===== src/rtl/nt_hop_selector_pkg.sv =====
// Package nt_pkg: shared types and constants for the neighbor-table hop selector.
//   - nt_state_t : scan FSM states
//   - nt_entry_t : one neighbor-table entry {id, hops, q, energy}
//   - nt_best_t  : running best candidate {id, hops, q, valid}
package nt_pkg;

    localparam int unsigned WORD_WIDTH    = 16;
    localparam int unsigned MAX_NEIGHBORS = 16;
    localparam int unsigned ADDR_WIDTH    = $clog2(MAX_NEIGHBORS);

    localparam logic [WORD_WIDTH-1:0] ENERGY_FLOOR = 16'h0010;
    localparam logic [WORD_WIDTH-1:0] NO_NODE      = 16'hFFFF;

    typedef enum logic [1:0] {
        S_IDLE,
        S_SCAN,
        S_DRAIN,
        S_DONE
    } nt_state_t;

    typedef struct packed {
        logic [WORD_WIDTH-1:0] id;
        logic [WORD_WIDTH-1:0] hops;
        logic [WORD_WIDTH-1:0] q;
        logic [WORD_WIDTH-1:0] energy;
    } nt_entry_t;

    typedef struct packed {
        logic [WORD_WIDTH-1:0] id;
        logic [WORD_WIDTH-1:0] hops;
        logic [WORD_WIDTH-1:0] q;
        logic                  valid;
    } nt_best_t;

    localparam nt_best_t BEST_INIT = '{id: NO_NODE, hops: NO_NODE, q: '0, valid: 1'b0};

endpackage


===== src/rtl/nt_hop_selector_if.sv =====
// Neighbor-table read bus between the hop selector (master) and the table memory (slave).
//   rd_en/rd_addr       : read strobe and address, from the selector
//   mSourceID..mEnergyLeft : entry fields, valid the cycle after rd_en
interface nt_hop_selector_if;
    import nt_pkg::*;

    logic                  rd_en;
    logic [ADDR_WIDTH-1:0] rd_addr;
    logic [WORD_WIDTH-1:0] mSourceID;
    logic [WORD_WIDTH-1:0] mHopsFromCH;
    logic [WORD_WIDTH-1:0] mQValue;
    logic [WORD_WIDTH-1:0] mEnergyLeft;

    modport master (
        output rd_en,
        output rd_addr,
        input  mSourceID,
        input  mHopsFromCH,
        input  mQValue,
        input  mEnergyLeft
    );

    modport slave (
        input  rd_en,
        input  rd_addr,
        output mSourceID,
        output mHopsFromCH,
        output mQValue,
        output mEnergyLeft
    );

endinterface


===== src/rtl/nt_hop_selector_cmp.sv =====
// nt_candidate_cmp: combinational "entry is better than current best" comparator.
//   entry        : table entry under test
//   best         : current best candidate
//   own_hops     : own hop count to CH; a candidate must be strictly closer
//   is_better_c  : entry qualifies and beats best (strict, so lower index wins ties)
// Optional macro NT_ENERGY_FLOOR_EN: also require entry.energy >= ENERGY_FLOOR.
module nt_candidate_cmp
    import nt_pkg::*;
(
    input  nt_entry_t             entry,
    input  nt_best_t              best,
    input  logic [WORD_WIDTH-1:0] own_hops,
    output logic                  is_better_c
);

    logic candidate_c;

`ifdef NT_ENERGY_FLOOR_EN
    assign candidate_c = (entry.hops < own_hops) && (entry.energy >= ENERGY_FLOOR);
`else
    logic unused_energy_c;
    assign unused_energy_c = ^entry.energy;
    assign candidate_c     = (entry.hops < own_hops);
`endif

    // Rank: fewer hops first, then strictly higher Q.
    always_comb begin
        is_better_c = 1'b0;
        if (candidate_c) begin
            is_better_c = !best.valid
                       || (entry.hops < best.hops)
                       || ((entry.hops == best.hops) && (entry.q > best.q));
        end
    end

endmodule


===== src/rtl/nt_hop_selector.sv =====
// nt_hop_selector: scans the neighbor table on request and selects the best next hop
// toward the cluster head (CH-direct > fewer hops > higher Q).
//   clk, rst       : clock, synchronous active-high reset
//   start          : scan request, accepted only when idle
//   HB_Reset       : heartbeat reset, aborts any scan and clears results
//   hopsFromCH, chosenCH, neighborCount : own context, latched at start
//   tbl            : table read bus (master side)
//   nextHop, nextHopCount, nextHopQ, found : registered result, updated with done
//   busy, done     : scan in progress / one-cycle completion pulse
// Optional macro NT_ENERGY_FLOOR_EN: gate candidates on minimum remaining energy.
module nt_hop_selector
    import nt_pkg::*;
(
    input  logic                  clk,
    input  logic                  rst,
    input  logic                  start,
    input  logic                  HB_Reset,
    input  logic [WORD_WIDTH-1:0] hopsFromCH,
    input  logic [WORD_WIDTH-1:0] chosenCH,
    input  logic [WORD_WIDTH-1:0] neighborCount,
    nt_hop_selector_if.master     tbl,
    output logic [WORD_WIDTH-1:0] nextHop,
    output logic [WORD_WIDTH-1:0] nextHopCount,
    output logic [WORD_WIDTH-1:0] nextHopQ,
    output logic                  found,
    output logic                  busy,
    output logic                  done
);

    nt_state_t             state_q, state_d;
    logic [WORD_WIDTH-1:0] cnt_q, cnt_d;
    logic [WORD_WIDTH-1:0] own_hops_q, own_hops_d;
    nt_best_t              best_q, best_d;
    logic                  rd_en_q, rd_en_d;
    logic [ADDR_WIDTH-1:0] rd_addr_q, rd_addr_d;
    logic                  busy_q, busy_d;
    logic                  done_q, done_d;
    nt_best_t              result_q, result_d;

    nt_entry_t             entry_c;
    nt_best_t              best_upd_c;
    logic                  is_better_c;
    logic                  cmp_en_c;
    logic [WORD_WIDTH-1:0] count_clamped_c;
    logic                  last_addr_c;

    assign entry_c = '{id:     tbl.mSourceID,
                       hops:   tbl.mHopsFromCH,
                       q:      tbl.mQValue,
                       energy: tbl.mEnergyLeft};

    nt_candidate_cmp u_cmp (
        .entry       (entry_c),
        .best        (best_q),
        .own_hops    (own_hops_q),
        .is_better_c (is_better_c)
    );

    // Read data lags the address by one cycle: nothing to compare on the first scan cycle.
    assign cmp_en_c   = ((state_q == S_SCAN) && (rd_addr_q != '0)) || (state_q == S_DRAIN);
    assign best_upd_c = (cmp_en_c && is_better_c)
                      ? '{id: entry_c.id, hops: entry_c.hops, q: entry_c.q, valid: 1'b1}
                      : best_q;

    assign count_clamped_c = (neighborCount > WORD_WIDTH'(MAX_NEIGHBORS))
                           ? WORD_WIDTH'(MAX_NEIGHBORS) : neighborCount;
    assign last_addr_c     = (WORD_WIDTH'(rd_addr_q) == (cnt_q - WORD_WIDTH'(1)));

    // Next-state and registered-output logic.
    always_comb begin
        state_d    = state_q;
        cnt_d      = cnt_q;
        own_hops_d = own_hops_q;
        best_d     = best_q;
        rd_en_d    = 1'b0;
        rd_addr_d  = rd_addr_q;
        busy_d     = busy_q;
        done_d     = 1'b0;
        result_d   = result_q;

        unique case (state_q)
            S_IDLE: begin
                if (start) begin
                    own_hops_d = hopsFromCH;
                    cnt_d      = count_clamped_c;
                    best_d     = BEST_INIT;
                    if (hopsFromCH == WORD_WIDTH'(1)) begin
                        // Cluster head is a direct neighbor.
                        best_d   = '{id: chosenCH, hops: '0, q: NO_NODE, valid: 1'b1};
                        result_d = best_d;
                        done_d   = 1'b1;
                        state_d  = S_DONE;
                    end else if ((hopsFromCH == '0) || (hopsFromCH == NO_NODE)
                                 || (count_clamped_c == '0)) begin
                        result_d = BEST_INIT;
                        done_d   = 1'b1;
                        state_d  = S_DONE;
                    end else begin
                        rd_en_d   = 1'b1;
                        rd_addr_d = '0;
                        busy_d    = 1'b1;
                        state_d   = S_SCAN;
                    end
                end
            end
            S_SCAN: begin
                best_d = best_upd_c;
                if (last_addr_c) begin
                    state_d = S_DRAIN;
                end else begin
                    rd_en_d   = 1'b1;
                    rd_addr_d = rd_addr_q + ADDR_WIDTH'(1);
                end
            end
            S_DRAIN: begin
                best_d   = best_upd_c;
                result_d = best_upd_c;
                done_d   = 1'b1;
                busy_d   = 1'b0;
                state_d  = S_DONE;
            end
            S_DONE: begin
                state_d = S_IDLE;
            end
            default: begin
                state_d = S_IDLE;
            end
        endcase

        // Heartbeat reset wins over everything, including a same-cycle start.
        if (HB_Reset) begin
            state_d   = S_IDLE;
            best_d    = BEST_INIT;
            rd_en_d   = 1'b0;
            rd_addr_d = '0;
            busy_d    = 1'b0;
            done_d    = 1'b0;
            result_d  = BEST_INIT;
        end
    end

    // State and output registers.
    always_ff @(posedge clk) begin
        if (rst) begin
            state_q    <= S_IDLE;
            cnt_q      <= '0;
            own_hops_q <= '0;
            best_q     <= BEST_INIT;
            rd_en_q    <= 1'b0;
            rd_addr_q  <= '0;
            busy_q     <= 1'b0;
            done_q     <= 1'b0;
            result_q   <= BEST_INIT;
        end else begin
            state_q    <= state_d;
            cnt_q      <= cnt_d;
            own_hops_q <= own_hops_d;
            best_q     <= best_d;
            rd_en_q    <= rd_en_d;
            rd_addr_q  <= rd_addr_d;
            busy_q     <= busy_d;
            done_q     <= done_d;
            result_q   <= result_d;
        end
    end

    assign tbl.rd_en     = rd_en_q;
    assign tbl.rd_addr   = rd_addr_q;
    assign nextHop       = result_q.id;
    assign nextHopCount  = result_q.hops;
    assign nextHopQ      = result_q.q;
    assign found         = result_q.valid;
    assign busy          = busy_q;
    assign done          = done_q;

endmodule


===== src/flat_wrapper.sv =====
// flat-port wrapper written by rule: the top's interface ports become plain ports
module nt_hop_selector_flat import nt_pkg::*;
  (clk, rst, start, HB_Reset, hopsFromCH, chosenCH, neighborCount, nextHop, nextHopCount, nextHopQ, found, busy, done, tbl_rd_en, tbl_rd_addr, tbl_mSourceID, tbl_mHopsFromCH, tbl_mQValue, tbl_mEnergyLeft);
  nt_hop_selector_if tbl_i ();
  input  logic clk;
  input  logic rst;
  input  logic start;
  input  logic HB_Reset;
  input  logic [WORD_WIDTH-1:0] hopsFromCH;
  input  logic [WORD_WIDTH-1:0] chosenCH;
  input  logic [WORD_WIDTH-1:0] neighborCount;
  output logic [WORD_WIDTH-1:0] nextHop;
  output logic [WORD_WIDTH-1:0] nextHopCount;
  output logic [WORD_WIDTH-1:0] nextHopQ;
  output logic found;
  output logic busy;
  output logic done;
  output wire logic [$bits(tbl_i.rd_en)-1:0] tbl_rd_en;
  output wire logic [$bits(tbl_i.rd_addr)-1:0] tbl_rd_addr;
  input wire logic [$bits(tbl_i.mSourceID)-1:0] tbl_mSourceID;
  input wire logic [$bits(tbl_i.mHopsFromCH)-1:0] tbl_mHopsFromCH;
  input wire logic [$bits(tbl_i.mQValue)-1:0] tbl_mQValue;
  input wire logic [$bits(tbl_i.mEnergyLeft)-1:0] tbl_mEnergyLeft;
  assign tbl_rd_en = tbl_i.rd_en;
  assign tbl_rd_addr = tbl_i.rd_addr;
  assign tbl_i.mSourceID = tbl_mSourceID;
  assign tbl_i.mHopsFromCH = tbl_mHopsFromCH;
  assign tbl_i.mQValue = tbl_mQValue;
  assign tbl_i.mEnergyLeft = tbl_mEnergyLeft;
  nt_hop_selector u_core (.clk(clk), .rst(rst), .start(start), .HB_Reset(HB_Reset), .hopsFromCH(hopsFromCH), .chosenCH(chosenCH), .neighborCount(neighborCount), .tbl(tbl_i), .nextHop(nextHop), .nextHopCount(nextHopCount), .nextHopQ(nextHopQ), .found(found), .busy(busy), .done(done));
endmodule

===== config.mk =====
export PLATFORM = sky130hd
export DESIGN_NAME = nt_hop_selector_flat
export DESIGN_NICKNAME = d
export VERILOG_FILES = /design/src/rtl/nt_hop_selector_pkg.sv /design/src/rtl/nt_hop_selector_if.sv /design/src/rtl/nt_hop_selector_cmp.sv /design/src/rtl/nt_hop_selector.sv /design/src/flat_wrapper.sv
export SDC_FILE = /design/constraint.sdc
export NUM_CORES = 1
export LEC_CHECK = 0
export CAP_MARGIN = 15
export CORE_UTILIZATION = 41
export CTS_CLUSTER_DIAMETER = 200
export CTS_CLUSTER_SIZE = 16
export DETAILED_ROUTE_END_ITERATION = 16
export GPL_ROUTABILITY_DRIVEN = 0
export PLACE_DENSITY = 0.79
export RECOVER_POWER = 100
export SETUP_SLACK_MARGIN = 0.2
export SLEW_MARGIN = 40
export SYNTH_ARGS = -nofsm -noshare
export SYNTH_HDL_FRONTEND = slang
export SYNTH_SLANG_ARGS = --single-unit

===== constraint.sdc =====
create_clock -name clk -period 2.55 [get_ports clk]
set_input_delay 0.255 -clock clk [delete_from_list [all_inputs] [get_ports clk]]
set_output_delay 0.255 -clock clk [all_outputs]
set_load 0.02 [all_outputs]

=== After elaboration in Yosys (flattened, before gate mapping) ===
Index checks and enable logic that the tools add are counted.

* Flip-flop bits (word level): 139
* Bits of input ports: 116
* Output and inout port bits: 56
* Word-level logic and storage cells: 91

* $add $sub $neg: 2
* $lt $le $gt $ge: 4
* Equal/unequal tests: 13
* Multiplexer cells: 33
* Reductions and logical operators: 24

{| class="wikitable"
|+ Operators with widths
! kind !! count
|-
| two-way mux 49 bit || 6
|-
| one-hot mux 49 bit (2 select lines) || 2
|-
| logical NOT 16 bit || 2
|-
| < comparator 16 bit || 2
|-
| equality test 16 x 1 -> 1 bit (second input constant) || 1
|-
| equality test 16 bit || 1
|-
| equality test 16 bit (second input constant) || 1
|-
| equality test 4 x 16 -> 1 bit || 1
|-
| greater-than comparator 16 bit || 1
|-
| greater-than comparator 16 x 5 -> 1 bit (second input constant) || 1
|-
| two-way mux 16 bit || 1
|-
| two-way mux 4 bit || 4
|-
| subtractor 16 x 1 -> 16 bit (second input constant) || 1
|-
| two-way mux 1 bit || 11
|-
| two-way mux 2 bit || 4
|-
| inequality test 2 bit (second input constant) || 4
|-
| one-hot mux 2 bit (4 select lines) || 1
|-
| one-hot mux 4 bit (2 select lines) || 1
|-
| one-hot mux 1 bit (2 select lines) || 3
|-
| AND reduction 2 bit || 3
|-
| nonzero test 2 bit || 3
|-
| logical OR 1 bit || 5
|-
| AND reduction 5 bit || 1
|-
| adder 4 x 1 -> 4 bit (second input constant) || 1
|-
| other kinds (11) || 15
|}

=== Longest topological paths before layout ===
* Depth after elaboration: 8
* Mapped depth: 11
* Mapped depth without buffers: 9

=== Cells and area by module ===
Synthesis repeated with hierarchy kept, for this count alone.

* Cells, all modules: 975
* Area, all modules: 7795.0 µm²

{| class="wikitable"
|+ By module, submodules not included
! module !! times used !! cells each !! area each (µm²)
|-
| nt_hop_selector || 1 || 810 || 6623.9
|-
| nt_candidate_cmp || 1 || 165 || 1171.1
|}

=== Least setup slack after synthesis ===
OpenSTA, ideal clock, no wires.

* Path type: reg-to-reg
* Start: reg u_core.best_q[31] (netlist name)
* End: reg u_core.best_q[10] (netlist name)
* Setup time: 0.125 ns
* Arrival time: 2.603 ns
* Data required time: 2.425 ns
* Slack: -0.178 ns
* Stages on the path, launching flop included: 12
* Buffers on the path: 2
* Period minus slack after synthesis: 2.728 ns
* Cell sequence: dfxtp_1 -> inv_1 -> ha_1 -> nand4_1 -> nor4_1 -> or4b_1 -> a31o_1 -> a31oi_4 -> buf_6 -> o22ai_1 -> buf_2 -> o2bb2ai_1

* Cells in the longest elaborated chain, start to end: 7

{| class="wikitable"
|+ Ends and longest elaborated chain
! element !! RTL line !! source
|-
| start, declared || nt_hop_selector.sv:33 || <nowiki>nt_best_t best_q, best_d;</nowiki>
|-
| start signal, assigned || nt_hop_selector.sv:158 || <nowiki>best_q <= best_d;</nowiki>
|-
| < comparator 16 bit or equality test 16 bit (tied branches) || nt_hop_selector_cmp.sv:31, nt_hop_selector_cmp.sv:32 ||
|-
| logical OR 1 bit or logical AND 1 bit (tied branches) || nt_hop_selector_cmp.sv:31, nt_hop_selector_cmp.sv:32 ||
|-
| logical OR 1 bit (*) || nt_hop_selector_cmp.sv:32 || <nowiki>|| ((entry.hops == best.hops) && (entry.q > best.q));</nowiki>
|-
| two-way mux 1 bit (*) || nt_hop_selector_cmp.sv:29 || <nowiki>if (candidate_c) begin</nowiki>
|-
| logical AND 1 bit (*) || nt_hop_selector.sv:61 || <nowiki>assign best_upd_c = (cmp_en_c && is_better_c)</nowiki>
|-
| two-way mux 49 bit (*) || nt_hop_selector.sv:62 || <nowiki>? '{id: entry_c.id, hops: entry_c.hops, q: entry_c.q, valid: 1'b1}</nowiki>
|-
| one-hot mux 49 bit (2 select lines) (*) || nt_hop_selector.sv:81 || <nowiki>unique case (state_q)</nowiki>
|}

Every way passes the cells marked *; elsewhere a longest branch is shown, timed or not.
A chain may end at the register's enable or synchronous reset.

=== Worst setup path after layout ===
* Start: reg u_core.best_q[32] (netlist name)
* End: reg u_core.best_q[25] (netlist name)

Same word-level chain as after synthesis.

==> impl_metrics.py <==
metrics = {
    "clock_network": {
        "cts_tree": "built",
        "clock_path_buffers": 2,
        "clk_pin_slew_ps": 60,
        "cts-htree-levels": 4,
        "ctsRootBufferMaster": "clkbuf_16",
        "numCtsBuffers": 17,
        "clk_latency_ps": 420,
        "clock_sinks": 139,
    },
    "synthesis": {
        "netlist_instances": 900,
        "synth_edf_count": 0,
        "synth_area_per_cell_um2": 8.59,
        "async_flop_share_pct": 0,
        "synthTopCellsByArea": "dfxtp_1 (36%), ha_1 (8.6%), inv_1 (5.1%), mux2i_1 (4.7%), a221oi_1 (4.4%)",
        "netlist.area_leader.share_pct": 36.0,
        "synth_seq_cells": 139,
        "yosys_warnings": 0,
        "synth_area_um2": 7730,
        "synth_cell_types": 62,
        "synth_ff_type": "dfxtp_1",
        "synth_top_cell_by_area": "dfxtp_1",
        "ys_seq_area_share_pct": 36.0,
        "syn-num-nets": 1069,
    },
    "placement": {
        "hpwl_um": 16200,
        "port_buffers": 155,
        "dp.cells": 1338,
    },
    "power": {
        "power.leakage_uw": 0.00493,
        "power_density_nw_per_um2": 453,
        "finalPower_uw": 5400,
        "irDropWorstVdd_mv": 0.432,
    },
    "floorplan": {
        "die_area_um2": 19400,
        "core-area_um2": 18200,
        "start_util_pct": 42.4,
        "rows": 49,
        "pin_count": 172,
        "dieWidth_um": 139,
        "die_h_um": 139,
    },
    "timing": {
        "rsz0062_at_grt": "yes",
        "max_freq_mhz": 330,
        "timing.final.crit_share_pct": 119,
        "tns_ps": -41940,
        "fin_ws_ps": -484,
        "setup_viol": 96,
        "hold_violations": 0,
        "period_needed_ps": 3030,
        "relSlewSlack_pct": 35.0,
        "tightest_slew_ps": 976,
        "slew_viol_final": 0,
        "fin_skew_ps": 9.41,
    },
    "hold_path": {
        "whs_path_depth": 3,
        "worstHoldStart": "tbl_mHopsFromCH[2]",
        "hp-class": "in2reg",
    },
    "worst_setup_path": {
        "slowest_stage": "or4b_4",
        "crit_path_start": "u_core.best_q[32]",
        "required_ps": 2840,
        "cp-end-kind": "flip-flop",
        "r2r-start": "u_core.best_q[32]",
        "crit_path_max_incr_delay_ps": 500,
        "worst_r2r_path_depth": 12,
        "rrSetupSlack_ps": -480,
        "cpMostUsedCell": "a31o_4",
        "r2r-end": "u_core.best_q[25]",
        "crit_fanout": 16,
        "crit_arrival_ps": 3320,
        "endpoint": "u_core.best_q[25]",
        "path_cells": "inv_2 > ha_4 > nand4_1 > nor4_4 > or4b_4 > a31o_4 > buf_4 > buf_6 > a31o_4 > nor2_4 > buf_12 > a221oi_1",
        "start_kind": "flip-flop",
        "path_class": "reg2reg",
    },
    "global_route": {
        "grt_pass1_wl_um": 39300,
        "antenna_found_initial": 0,
        "grt_max_degree": 33,
        "grt_pass1_vias": 7914,
        "gr-total-overflow": 0,
        "grt_use_total_pct": 25.0,
    },
    "job": {
        "drv_cap": 0,
    },
    "cells_and_area": {
        "final_cells": 1392,
        "areaGrowthSynthToFinish_pct": 54.3,
        "diodes": 0,
        "fin_nets": 1321,
        "post_route_cells_drive_above_1_share_pct": 24.9,
        "utilization_pct": 65.5,
        "nFillCells": 1379,
    },
    "routing": {
        "drcViolationCount": 0,
        "first_iter_violations": 613,
        "wl_per_cell_um": 18.4,
        "wl_um": 25700,
        "vias": 8063,
        "dr.pass1.iters": 5,
        "viasPerCell": 5.79,
        "ant_nets": 0,
    },
    "status": {
        "outcome": "complete, but fails checks",
        "violations": "setup timing",
    },
}
==> stage by stage <==
step	hold WS (ps)	setup slack (ps)	instance area (um^2)
3_5_place_dp	439	-849	10400
4_1_cts	420	-350	11300
2_1_floorplan	391	-10.6	7940
3_3_place_gp	438	-696	10400
5_1_grt	258	-546	11900
6_report	274	-484	11900
==> synth_stat cells, types with 3 or more instances <==
cell type    n
o22ai_1     19
dfxtp_1    139
nand2_1     77
a21boi_0    16
a211oi_1     5
o31ai_1      3
or4_1        4
o2bb2ai_1   16
xor2_1       4
a21o_1      23
a2bb2oi_1   16
a21oi_1     63
clkbuf_1    35
and2_1      11
ha_1        53
inv_1      106
a211oi_2    15
mux2i_1     36
and4_1       3
nor2_1      35
buf_1        3
nand3_1     16
nand4_1     15
a221oi_1    39
buf_2        9
buf_6        3
a221oi_2    10
nor4_1      12
o211ai_1     4
o21a_1       3
o21ai_0     22
nor3_1      43
==> power by group <==
part	total [uW]	switching, uW	leakage [uW]	internal, uW
clock	2470	945	0.000281	1530
combinational	703	365	0.00353	338
sequential	2220	21.4	0.00112	2200
total	5400	1330	0.00493	4070
==> worst min path at each step <==
stage	to	slack, ps
final	u_core.best_q[19]	270
after global routing	u_core.best_q[19]	260
after CTS	u_core.cnt_q[2]	420
after detailed placement	u_core.nextHopQ[10]	440
after global placement	u_core.nextHopQ[2]	440
after floorplan	u_core.own_hops_q[0]	390
==> routing by layer <==
layer  routed length [um]  up-vias  track usage (%)  share of wire (%)
li1                     -     3824                -                  -
met1                11000     3902             30.7                 43
met2                12800      285             42.7                 50
met3                 1310       52             5.13                5.1
met4                  635        0             9.88                2.5
met5                    0        -                0                  0
==> timing repair <==
action,CTS,global route
hold buffers,0,0
setup buffers,7,7
setup endpoints to repair,98,103
gates cloned,6,4
pin swaps,19,35
gates resized for setup,40,88
==> registers in the layout, summed over array words and instances, names as in the netlist <==
signal	cells
u_core.nextHopCount	16
u_core.best_q	49
u_core.tbl.rd_en	1
u_core.tbl.rd_addr	4
u_core.done	1
u_core.cnt_q	16
u_core.busy	1
u_core.nextHopQ	16
u_core.found	1
u_core.own_hops_q	16
u_core.nextHop	16
u_core.state_q	2
==> kinds of logic after synthesis <==
family	after synthesis	share of synthesized area [%]
simple gates	233	14.6
xor+xnor	5	0.567
mux	36	4.66
compound gates	274	27.2
buf+inv	160	8.40
fa+ha+maj	53	8.58
flops	139	36.0
==> cell type report <==
cell class	count	area, um^2	area share, %
Timing Repair Buffer	283	2830	23.7
Clock buffer	23	488	4.09
Multi-Input combinational cell	603	5030	42.2
Clock inverter	7	90.1	0.756
Sequential cell	139	2790	23.4
Tap cell	229	287	2.40
Inverter	108	405	3.40
==> placed cells by master (no fill, tap or decap), types with 8 or more instances in the layout <==
| cell | count |
|---|---|
| inv_2 | 8 |
| and2_1 | 10 |
| a21boi_1 | 10 |
| o22ai_1 | 17 |
| a221oi_2 | 38 |
| o2bb2ai_1 | 11 |
| buf_4 | 96 |
| a2bb2oi_1 | 8 |
| a211oi_2 | 16 |
| nand2_1 | 77 |
| mux2i_1 | 18 |
| a221oi_1 | 9 |
| inv_1 | 98 |
| mux2i_4 | 10 |
| dfxtp_2 | 8 |
| ha_1 | 46 |
| a21oi_1 | 62 |
| nor4_1 | 10 |
| nand4_1 | 15 |
| buf_12 | 12 |
| dlygate4sd3_1 | 56 |
| nor2_1 | 34 |
| clkbuf_16 | 20 |
| a2bb2oi_2 | 8 |
| nor3_1 | 41 |
| mux2i_2 | 8 |
| a21o_1 | 23 |
| o21ai_1 | 15 |
| dfxtp_1 | 131 |
| nand3_1 | 16 |
| clkdlybuf4s50_1 | 95 |
==> critical path, delay by kind of cell, from the launching register on <==
kind	cells	cell delay (ps)
AOI/OAI and AO/OA	3	620
adders and majority gates	1	260
DFF	1	330
and+or+nand+nor	4	1200
buffers and inverters	4	480
No activity file was read; power rests on OpenSTA's default activity.
